**config.mk**
```make
export PLATFORM = sky130hd
export DESIGN_NAME = matrix_result_drain
export DESIGN_NICKNAME = d
export VERILOG_FILES = /design/src/rtl/matrix_result_drain.sv
export SDC_FILE = /design/constraint.sdc
export NUM_CORES = 1
export LEC_CHECK = 0
export CAP_MARGIN = 20
export CORE_ASPECT_RATIO = 1.4
export CORE_MARGIN = 2
export CORE_UTILIZATION = 40
export CTS_BUF_LIST = sky130_fd_sc_hd__clkbuf_8
export CTS_CLUSTER_SIZE = 40
export DETAILED_ROUTE_END_ITERATION = 10
export PLACE_DENSITY = 0.68
export SLEW_MARGIN = 10
export SYNTH_ARGS = -nofsm -noshare
export SYNTH_HDL_FRONTEND = slang
export SYNTH_SLANG_ARGS = --single-unit
```
**constraint.sdc**
```tcl
create_clock -name clock -period 17.9 [get_ports clock]
set_clock_uncertainty 0.1 [all_clocks]
set_input_delay 3.58 -clock clock [delete_from_list [all_inputs] [get_ports clock]]
set_output_delay 3.58 -clock clock [all_outputs]
set_load 0.01 [all_outputs]
```
**src/rtl/matrix_result_drain.sv**
```systemverilog
//==============================================================================
// Module   : matrix_result_drain
// Brief    : Snapshots a finished NxN result matrix and streams it out one
//            element per cycle over valid/ready, then pulses mm_restart.
//            Optional MATRIX_DRAIN_TRANSPOSE_EN selects column-major order.
// Revision : 1.0 - initial release
//==============================================================================
`default_nettype none

module matrix_result_drain #(
  parameter int N = 4,
  parameter int W = 8
) (
  input  logic                   clock,
  input  logic                   reset,
  // Flat image of matrix_c[0:N-1][0:N-1][0:W-1]: element [0][0] sits in the top W bits
  input  logic [N*N*W-1:0]       matrix_c,
  input  logic                   complete,
  output logic [W-1:0]           out_data,
  output logic                   out_valid,
  input  logic                   out_ready,
  output logic [$clog2(N)-1:0]   out_row,
  output logic [$clog2(N)-1:0]   out_col,
  output logic                   out_last,
  output logic                   busy,
  output logic                   mm_restart
);

  localparam int              c_IW   = $clog2(N);
  localparam int              c_KW   = $clog2(N * N);
  localparam logic [c_IW-1:0] c_LAST = c_IW'(N - 1);
  localparam logic [c_IW-1:0] c_ONE  = c_IW'(1);

  typedef enum logic [1:0] {
    S_IDLE    = 2'd0,
    S_STREAM  = 2'd1,
    S_RELEASE = 2'd2
  } state_t;

  state_t          r_state;
  state_t          w_next;
  logic            r_armed;
  logic [c_IW-1:0] r_row;
  logic [c_IW-1:0] r_col;
  logic [c_IW-1:0] w_row_nxt;
  logic [c_IW-1:0] w_col_nxt;
  logic [c_KW-1:0] w_idx;
  logic            w_capture;
  logic            w_xfer;
  logic            w_at_last;
  logic [W-1:0]    w_elem [N*N];
  logic [W-1:0]    r_buf  [N*N];

  genvar k;
  generate
    for (k = 0; k < N * N; k++) begin : g_unpack
      assign w_elem[k] = matrix_c[(N*N-1-k)*W +: W];

      always_ff @(posedge clock) begin
        if (w_capture) begin
          r_buf[k] <= w_elem[k];
        end
      end
    end
  endgenerate

  assign w_idx     = c_KW'(r_row) * c_KW'(N) + c_KW'(r_col);
  assign w_at_last = (r_row == c_LAST) && (r_col == c_LAST);
  assign out_row   = r_row;
  assign out_col   = r_col;
  assign out_last  = (r_state == S_STREAM) && w_at_last;
  assign busy      = (r_state != S_IDLE);

  // Index advance: the inner counter wraps at N-1 and carries into the outer one
  always_comb begin
    w_row_nxt = r_row;
    w_col_nxt = r_col;
`ifdef MATRIX_DRAIN_TRANSPOSE_EN
    if (r_row == c_LAST) begin
      w_row_nxt = '0;
      w_col_nxt = (r_col == c_LAST) ? '0 : r_col + c_ONE;
    end else begin
      w_row_nxt = r_row + c_ONE;
    end
`else
    if (r_col == c_LAST) begin
      w_col_nxt = '0;
      w_row_nxt = (r_row == c_LAST) ? '0 : r_row + c_ONE;
    end else begin
      w_col_nxt = r_col + c_ONE;
    end
`endif
  end

  always_comb begin
    w_next     = r_state;
    w_capture  = 1'b0;
    w_xfer     = 1'b0;
    out_valid  = 1'b0;
    out_data   = '0;
    mm_restart = 1'b0;
    case (r_state)
      S_IDLE: begin
        if (complete && r_armed) begin
          w_capture = 1'b1;
          w_next    = S_STREAM;
        end
      end
      S_STREAM: begin
        out_valid = 1'b1;
        out_data  = r_buf[w_idx];
        w_xfer    = out_ready;
        if (out_ready && w_at_last) begin
          w_next = S_RELEASE;
        end
      end
      S_RELEASE: begin
        mm_restart = 1'b1;
        w_next     = S_IDLE;
      end
      default: w_next = S_IDLE;
    endcase
  end

  // armed re-arms only once complete is seen low, so one assertion yields one capture
  always_ff @(posedge clock) begin
    if (reset) begin
      r_state <= S_IDLE;
      r_armed <= 1'b1;
      r_row   <= '0;
      r_col   <= '0;
    end else begin
      r_state <= w_next;
      if (w_capture) begin
        r_armed <= 1'b0;
        r_row   <= '0;
        r_col   <= '0;
      end else begin
        if (!complete) begin
          r_armed <= 1'b1;
        end
        if (w_xfer) begin
          r_row <= w_row_nxt;
          r_col <= w_col_nxt;
        end
      end
    end
  end

endmodule

`default_nettype wire

```
# Yosys cells after proc, flatten, opt, wreduce, memory -nomap -nowiden
# Memory sizes are Yosys's and may differ from the RTL's.
# Index checks and enable logic that the tools add are counted.
[word_totals] register_bits=7 latch_bits=0 ram_bits=128 rom_bits=0 input_bits=132 elab_cells=39 memories=1
[memory_table] memory="r_buf" depth=16 width=8 rd=1 rd_clocked_by_memory_dff=0 write_ports=16 line_no="52" text="logic [W-1:0] r_buf [N*N];"
[classes] add_sub_neg=3 mul=0 div_mod_pow=0 order_cmp=0 n_eq_ne=7 n_shift=0 muxes=15 n_bitwise=0 n_reduce_logical=9
[ops] cell="2-to-1 mux 1 bit" count=9
[ops] cell="2-to-1 mux 2 bit" count=4
[ops] cell="2-to-1 mux 8 bit" count=1
[ops] cell="== test 2 bit, second input constant" count=3
[ops] cell="adder 2 x 1 -> 2 bit, second input constant" count=2
[ops] cell="adder 4 x 2 -> 4 bit" count=1
[ops] cell="logical AND 1 bit" count=4
[ops] cell="inequality test 2 x 1 -> 1 bit, second input constant" count=2
[ops] cell="one-hot mux 2 bit (2 select lines)" count=1
[ops] cell="AND reduction 2 bit" count=2
[ops] cell="== test 2 x 1 -> 1 bit, second input constant" count=1
[ops] cell="zero test 2 bit" count=1
[ops] cell="inequality test 2 bit, second input constant" count=1
[ops] cell="nonzero test 2 bit" count=1
[ops] cell="OR reduction 2 bit" count=1

# Longest topological paths before layout
# Gate-level depths: netlist of run 1.
[depth] word_depth=5 ltp_mapped=8

# Worst setup path after synthesis of run 1
# OpenSTA, ideal clock, no wires.
[synth_timing] path_kind="input -> register" startpoint="input complete" endpoint="register r_row[1], in the netlist out_row[1]" setup_time_ns=0.124 t_arrival_ns=9.831 t_required_ns=17.676 path_slack_ns=7.845 cell_stages=4 cell_sequence="nand2_1 > nor2_1 > or2_2 > nor2_1"
[synth_between] elab_chain_cells=4
[synth_rtl] element="start, declared" line_no="18" text="input logic complete,"
[synth_rtl] element="logical AND 1 bit" line_no="104" text="if (complete && r_armed) begin"
[synth_rtl] element="2-to-1 mux 1 bit" line_no="104"
[synth_rtl] element="2-to-1 mux 1 bit" line_no="102" text="case (r_state)"
[synth_rtl] element="via w_capture" line_no="48" text="logic w_capture;"
[synth_rtl] element="OR reduction 2 bit (no source line)"
[synth_rtl] element="end signal, assigned" line_no="143" text="r_row <= w_row_nxt;"
[synth_rtl] element="end, declared" line_no="43" text="logic [c_IW-1:0] r_row;"
# The timed path passes the listed nets, and every way through them passes these cells.
# A chain may end at the register's enable or synchronous reset.

# Worst setup path in the final report of run 1
[layout_timing] startpoint="register r_row[0], in the netlist out_row[0]" endpoint="output out_data[4]"
[layout_between] elab_chain_cells=3
[layout_rtl] element="adder 4 x 2 -> 4 bit" line_no="67" text="assign w_idx = c_KW'(r_row) * c_KW'(N) + c_KW'(r_col);"
[layout_rtl] element="memory read (16 x 8 bit)"
[layout_rtl] element="2-to-1 mux 8 bit" line_no="102"
[layout_rtl] element="end, declared" line_no="19" text="output logic [W-1:0] out_data,"
# Every way passes these cells.

==> summary.txt, run 1 <==
Yosys
  – Synthesized instance count: between 200 and 300
  – Synth Warn #: 0
  – Top post-synthesis cells by area: edfxtp_1, mux2_2, mux2i_1, dfxtp_1, mux4_1
  – Post-synthesis area per instance: between 15 and 20 um2
  – Count leader, synth: edfxtp_1
  – Unique cell type count in the Yosys netlist: 35
  – Most used DFF post-synth: edfxtp_1
  – #FFs+latches synth: ~140
  – Seq/Total Area, Yosys: between 70% and 80%
  – Async set-reset flop share out of synthesis: 0%
  – EDFF count, synth: 128
  – Post-synth net total: about 430
  – Synth cell count leaders: edfxtp_1, mux2_2, mux2i_1
  – Yosys top cell area share: 71.7%
  – Post-synth top area cell: edfxtp_1
  – Post-synthesis cell area: ~5400 um2

Worst setup path
  – Worst-path maximum fanout: 19
  – Startpoint type of the worst setup path: register
  – Crit path capture type: output pin
  – Crit path arrival time: between 3 and 4 ns
  – CP Class: register to output pin
  – WP data required: between 10 and 15 ns

Route
  – DRC Markers: 0
  – WL/cell: roughly 18 um
  – Routed Antenna Nets: 0
  – 1st-iter DRT viols: 177
  – Drt total wl: about 12 mm
  – Vias per cell: 4.89
  – Via count: around 3100
  – Detailed Routing Iterations Pass 1: 4

Power
  – P_int: ~530 uW
  – Combinational Power Share: about a tenth
  – Clock share of power: between 30% and 40%
  – Power Dens Cells: 92.2 nW/um2
  – Psw: around 140 uW
  – Sw frac: roughly a fifth
  – Max VDD drop: between 0.04 and 0.05 mV
  – Sequential power share: a little under three fifths
  – Leakage: about 0.0024 uW

Layout
  – Fill count: approximately 1100
  – Fin nets: 581
  – Diodes inserted: 0
  – Final Non-Filler Cells: about 640
  – Area grow syn2layout: 36.8%
  – Layout cell share with drive strength beyond 1: between 10% and 20%

Run
  – # Max-Cap Violations: 0

Clocking
  – Clock Tree Root: clkbuf_8
  – CTS Buf Count: 17
  – Hold_buf cts: 0
  – Cts repair resizes: 0
  – Reg clk slew, reported paths: around 0.070 ns
  – Clock sink count: about 140
  – Clk_lat worst skew: between 0.4 and 0.5 ns
  – Post-CTS Setup Inserts: 0
  – Max clock buf depth: 2
  – CTS tree: built
  – # H-tree levels: 4

Global routing
  – Global-route wire length before repair: ~17 mm
  – GR Util All Layers: around 16%
  – Initial antenna violation count: 0
  – GRT overflow: 0
  – Vias in the first global route: around 3300
  – Largest net degree at the start of global routing: slightly below 80

Run status
  – Outcome: finished, final reports clean

STA
  – Tmin final: around 6.7 ns
  – RSZ-0062 raised after global routing: false
  – Setup TNS: 0 ns
  – Final Hold Fails: 0
  – Final setup violation count: 0
  – Worst Tran Pin Value: about 0.95 ns
  – Fin. max-slew vios: 0
  – Final period util: between 30% and 40%
  – Peak Freq: approximately 150 MHz
  – Relative slew slack: a little under two fifths
  – Worst setup margin: ~11 ns

Floorplan
  – Core Region: roughly 13000 um2
  – DIE HEIGHT: around 140 um
  – Initial Util: between 40 and 50%
  – # rows: 50
  – Num ports: 148
  – Die area: 14400 um2
  – Chip width: 102 um

Place
  – Gpl congestion: approximately 0.8
  – IO buf count: about 150
  – Dpl cells: 610
  – Dpl hpwl: ~8.3 mm
  – Place WS: ~12 ns

Hold path
  – Worst min path class: register to register
## placed cells by master (no fill, tap or decap)
cell and instances:
a2111oi_0 2, a211oi_1 4, a21oi_1 4, a221oi_1 2, a22oi_1 6, a31o_1 2, and2_1 1, and2b_1 4
and3_1 1, buf_4 2, bufinv_16 2, clkbuf_8 17, clkdlybuf4s50_1 147, clkinv_1 2, clkinv_2 4, clkinv_4 2
clkinvlp_4 4, dfxtp_1 6, dfxtp_4 1, edfxtp_1 128, ha_1 2, inv_1 1, mux2_2 24, mux2i_1 21
mux4_1 5, mux4_2 3, nand2_1 11, nand2b_1 8, nand3_1 9, nand3b_1 1, nor2_1 3, nor2_4 1
nor2b_1 6, nor3_1 1, o22ai_1 12, o31ai_1 6, or2_1 1, or2_2 2, or3_1 2
## logic make-up (layout without fill, tap and decap cells)
| family | count (synthesis) | in the layout | synth area share [%] |
|---|---|---|---|
| mux | 53 | 53 | 12.7 |
| buf+inv | 15 | 181 | 2.38 |
| flops | 135 | 135 | 74.3 |
| simple gates | 51 | 51 | 5.14 |
| compound gates | 38 | 38 | 5.00 |
| fa+ha+maj | 2 | 2 | 0.467 |
## final cells by class
| type | count | area, um2 | share of cell area (%) |
|---|---|---|---|
| clock buffer | 17 | 234 | 3.19 |
| clock inverter | 15 | 139 | 1.89 |
| multi-input combinational | 144 | 1250 | 17.1 |
| sequential | 135 | 3990 | 54.4 |
| tap | 182 | 228 | 3.11 |
| timing repair buffer | 149 | 1490 | 20.3 |
## sequential cells by signal, indices dropped and copies added (netlist names)
name / count
r_buf: 128
out_row: 2
r_armed: 1
out_col: 2
r_state: 2
## metal layers
layer	routed length, um	track usage (%)
met1	4470	17.8
met2	6300	29.4
met3	674	5.01
met4	233	6.18
met5	0	0
## path summary, 6_finish.rpt
| check | start | end | slack [ns] | cells after the start |
|---|---|---|---|---|
| worst max-delay path | out_row[0] | out_data[4] | 11.16 | 4 |
| worst min-delay path | r_armed | r_armed | 0.38 | 2 |
| worst max register to register | r_state[1] | out_col[1] | 15.15 | 6 |
| worst min register to register | r_armed | r_armed | 0.38 | 2 |
## power groups by stage
stage / logic [uW] / registers (uW) / clock network (uW)
finish: 63.8 / 377 / 235
global route: 68.0 / 379 / 253
CTS: 64.7 / 378 / 242
detailed placement: 64.4 / 385 / 0
global placement: 63.2 / 384 / 0
floorplan: 28.0 / 384 / 0
## critical path, stage by stage, from the launching register on
cell and delay (ns):
dfxtp_1 0.79, nor2b_1 0.82, a2111oi_0 0.27, a31o_1 0.26, clkdlybuf4s50_1 0.48
## per-stage QoR
stage	util, %	power, uW	instance area [um2]	hold slack, ns
finish	55.3	676	7330	0.378
global route	55.3	701	7330	0.396
CTS	55.3	684	7330	0.385
detailed placement	52.5	449	6960	0.364
global placement	52.5	447	6960	0.346
floorplan	-	412	5360	0.337
Note: power is estimated with default switching activity, not from simulation.
==> run 2: changes to the inputs <==
==> constraint.sdc (replaced) <==
create_clock -name clock -period 6.92 [get_ports clock]
set_clock_uncertainty 0.1 [all_clocks]
set_input_delay 1.384 -clock clock [delete_from_list [all_inputs] [get_ports clock]]
set_output_delay 1.384 -clock clock [all_outputs]
set_load 0.01 [all_outputs]
==> summary.txt, run 2 (same netlist as run 1, synthesis figures left out) <==
Worst setup path
  – Startpoint type of the worst setup path: register
  – CP Class: register to output pin
  – Worst-path maximum fanout: 64
  – Crit path capture type: output pin
  – Cells on worst reg2reg path: 4
  – Crit path arrival time: 3.14 ns
  – WP data required: about 5.4 ns

Clocking
  – Clock sink count: around 140
  – Cts repair resizes: 0
  – Reg clk slew, reported paths: around 0.080 ns
  – Clock Tree Root: clkbuf_8
  – CTS tree: built
  – # H-tree levels: 4
  – CTS Buf Count: 17
  – Post-CTS Setup Inserts: 0
  – Clk_lat worst skew: 0.43 ns
  – Max clock buf depth: 2
  – Hold_buf cts: 0

Floorplan
  – Core Region: 13300 um2
  – DIE HEIGHT: 141 um
  – Chip width: 102 um
  – # rows: 50
  – Initial Util: 40.4%
  – Num ports: between 100 and 150
  – Die area: 14400 um2

Place
  – Gpl congestion: 0.767
  – IO buf count: roughly 150
  – Dpl hpwl: approximately 8.4 mm

STA
  – Peak Freq: around 220 MHz
  – Final setup violation count: 0
  – RSZ-0062 raised after global routing: false
  – Final Hold Fails: 0
  – Fin. max-slew vios: 0
  – Hold_ws: around 0.38 ns
  – Setup TNS: 0 ns
  – Final period util: approximately two thirds
  – Tmin final: 4.62 ns
  – Relative slew slack: a little under two fifths
  – Worst Tran Pin Value: between 0.9 and 1 ns

Global routing
  – GR Util All Layers: between 15 and 20%
  – GRT overflow: 0
  – Largest net degree at the start of global routing: 74
  – Vias in the first global route: ~3400
  – Global-route wire length before repair: 17.5 mm
  – Initial antenna violation count: 0

Route
  – DRC Markers: 0
  – Drt total wl: approximately 12 mm
  – 1st-iter DRT viols: around 140
  – Detailed Routing Iterations Pass 1: 4
  – WL/cell: between 15 and 20 um
  – Vias per cell: between 4 and 5
  – Via count: around 3100
  – Routed Antenna Nets: 0

Layout
  – Largest Register: r_buf
  – Fin nets: around 580
  – Max reg flops: 128
  – Diodes inserted: 0
  – Most frequent cells in the layout: clkdlybuf4s50_1, edfxtp_1, mux2_2
  – Layout cell share with drive strength beyond 1: between 10% and 20%
  – Fill count: between 1000 and 1500
  – Most common cell after layout, fill and taps aside: clkdlybuf4s50_1
  – Area grow syn2layout: 36.7%

Power
  – Max VDD drop: ~0.12 mV
  – Psw: between 300 and 400 uW
  – Leakage: roughly 0.0024 uW
  – Combinational Power Share: under 10%
  – Power Dens Cells: about 240 nW/um2
  – Sw frac: around 22%
  – P_int: approximately 1400 uW
  – Sequential power share: between 50 and 60%
  – Clock share of power: 34.8%

Hold path
  – Hold depth: 2
  – Worst min path class: register to register

Run
  – # Max-Cap Violations: 0

Run status
  – Outcome: finished, final reports clean
[run 2: power by group through the flow]
stage	Sequential (uW)	Combinational [uW]	Clock, uW
3_5_place_dp	995	169	0
4_1_cts	977	170	626
6_report	977	167	611
2_1_floorplan	989	72.6	0
3_3_place_gp	993	168	0
5_1_grt	981	179	659
[run 2: critical path: stages, from the launching register on]
cell             delay (ns)
dfxtp_4                0.95
mux4_1                 0.40
nor2b_1                0.05
a2111oi_0              0.53
a31o_1                 0.17
clkdlybuf4s50_1        0.56
[run 2: per-layer routing]
layer,wire length [um],vias to the layer above,track usage [%]
li1,-,1488,-
met1,4640,1527,19.6
met2,6180,113,27.7
met3,656,19,5.06
met4,348,0,8.14
met5,0,-,0
[run 2: per-stage QoR]
step | power (uW) | setup WS (ns) | util, % | area (um2) | cells
floorplan | 1060 | 1.42 | - | 5360 | 294
global placement | 1160 | 2.76 | 52.5 | 6960 | 610
detailed placement | 1160 | 2.75 | 52.5 | 6960 | 610
CTS | 1770 | 2.26 | 55.3 | 7330 | 642
global route | 1820 | 2.14 | 55.3 | 7330 | 642
finish | 1750 | 2.30 | 55.3 | 7330 | 642
[run 2: area by class of cell]
| cell class | instances | area [um2] | area share, % |
|---|---|---|---|
| timing repair buffer | 149 | 1490 | 20.3 |
| multi-input combinational | 144 | 1250 | 17.1 |
| tap | 182 | 228 | 3.11 |
| clock inverter | 15 | 138 | 1.88 |
| sequential | 135 | 3990 | 54.4 |
| clock buffer | 17 | 234 | 3.19 |
[run 2: path summary, 6_finish.rpt]
check | startpoint | endpoint | slack [ns]
min | r_armed | r_armed | 0.38
max | out_col[0] | out_data[4] | 2.30
max reg2reg | out_col[0] | out_row[0] | 4.78
min reg2reg | r_armed | r_armed | 0.38
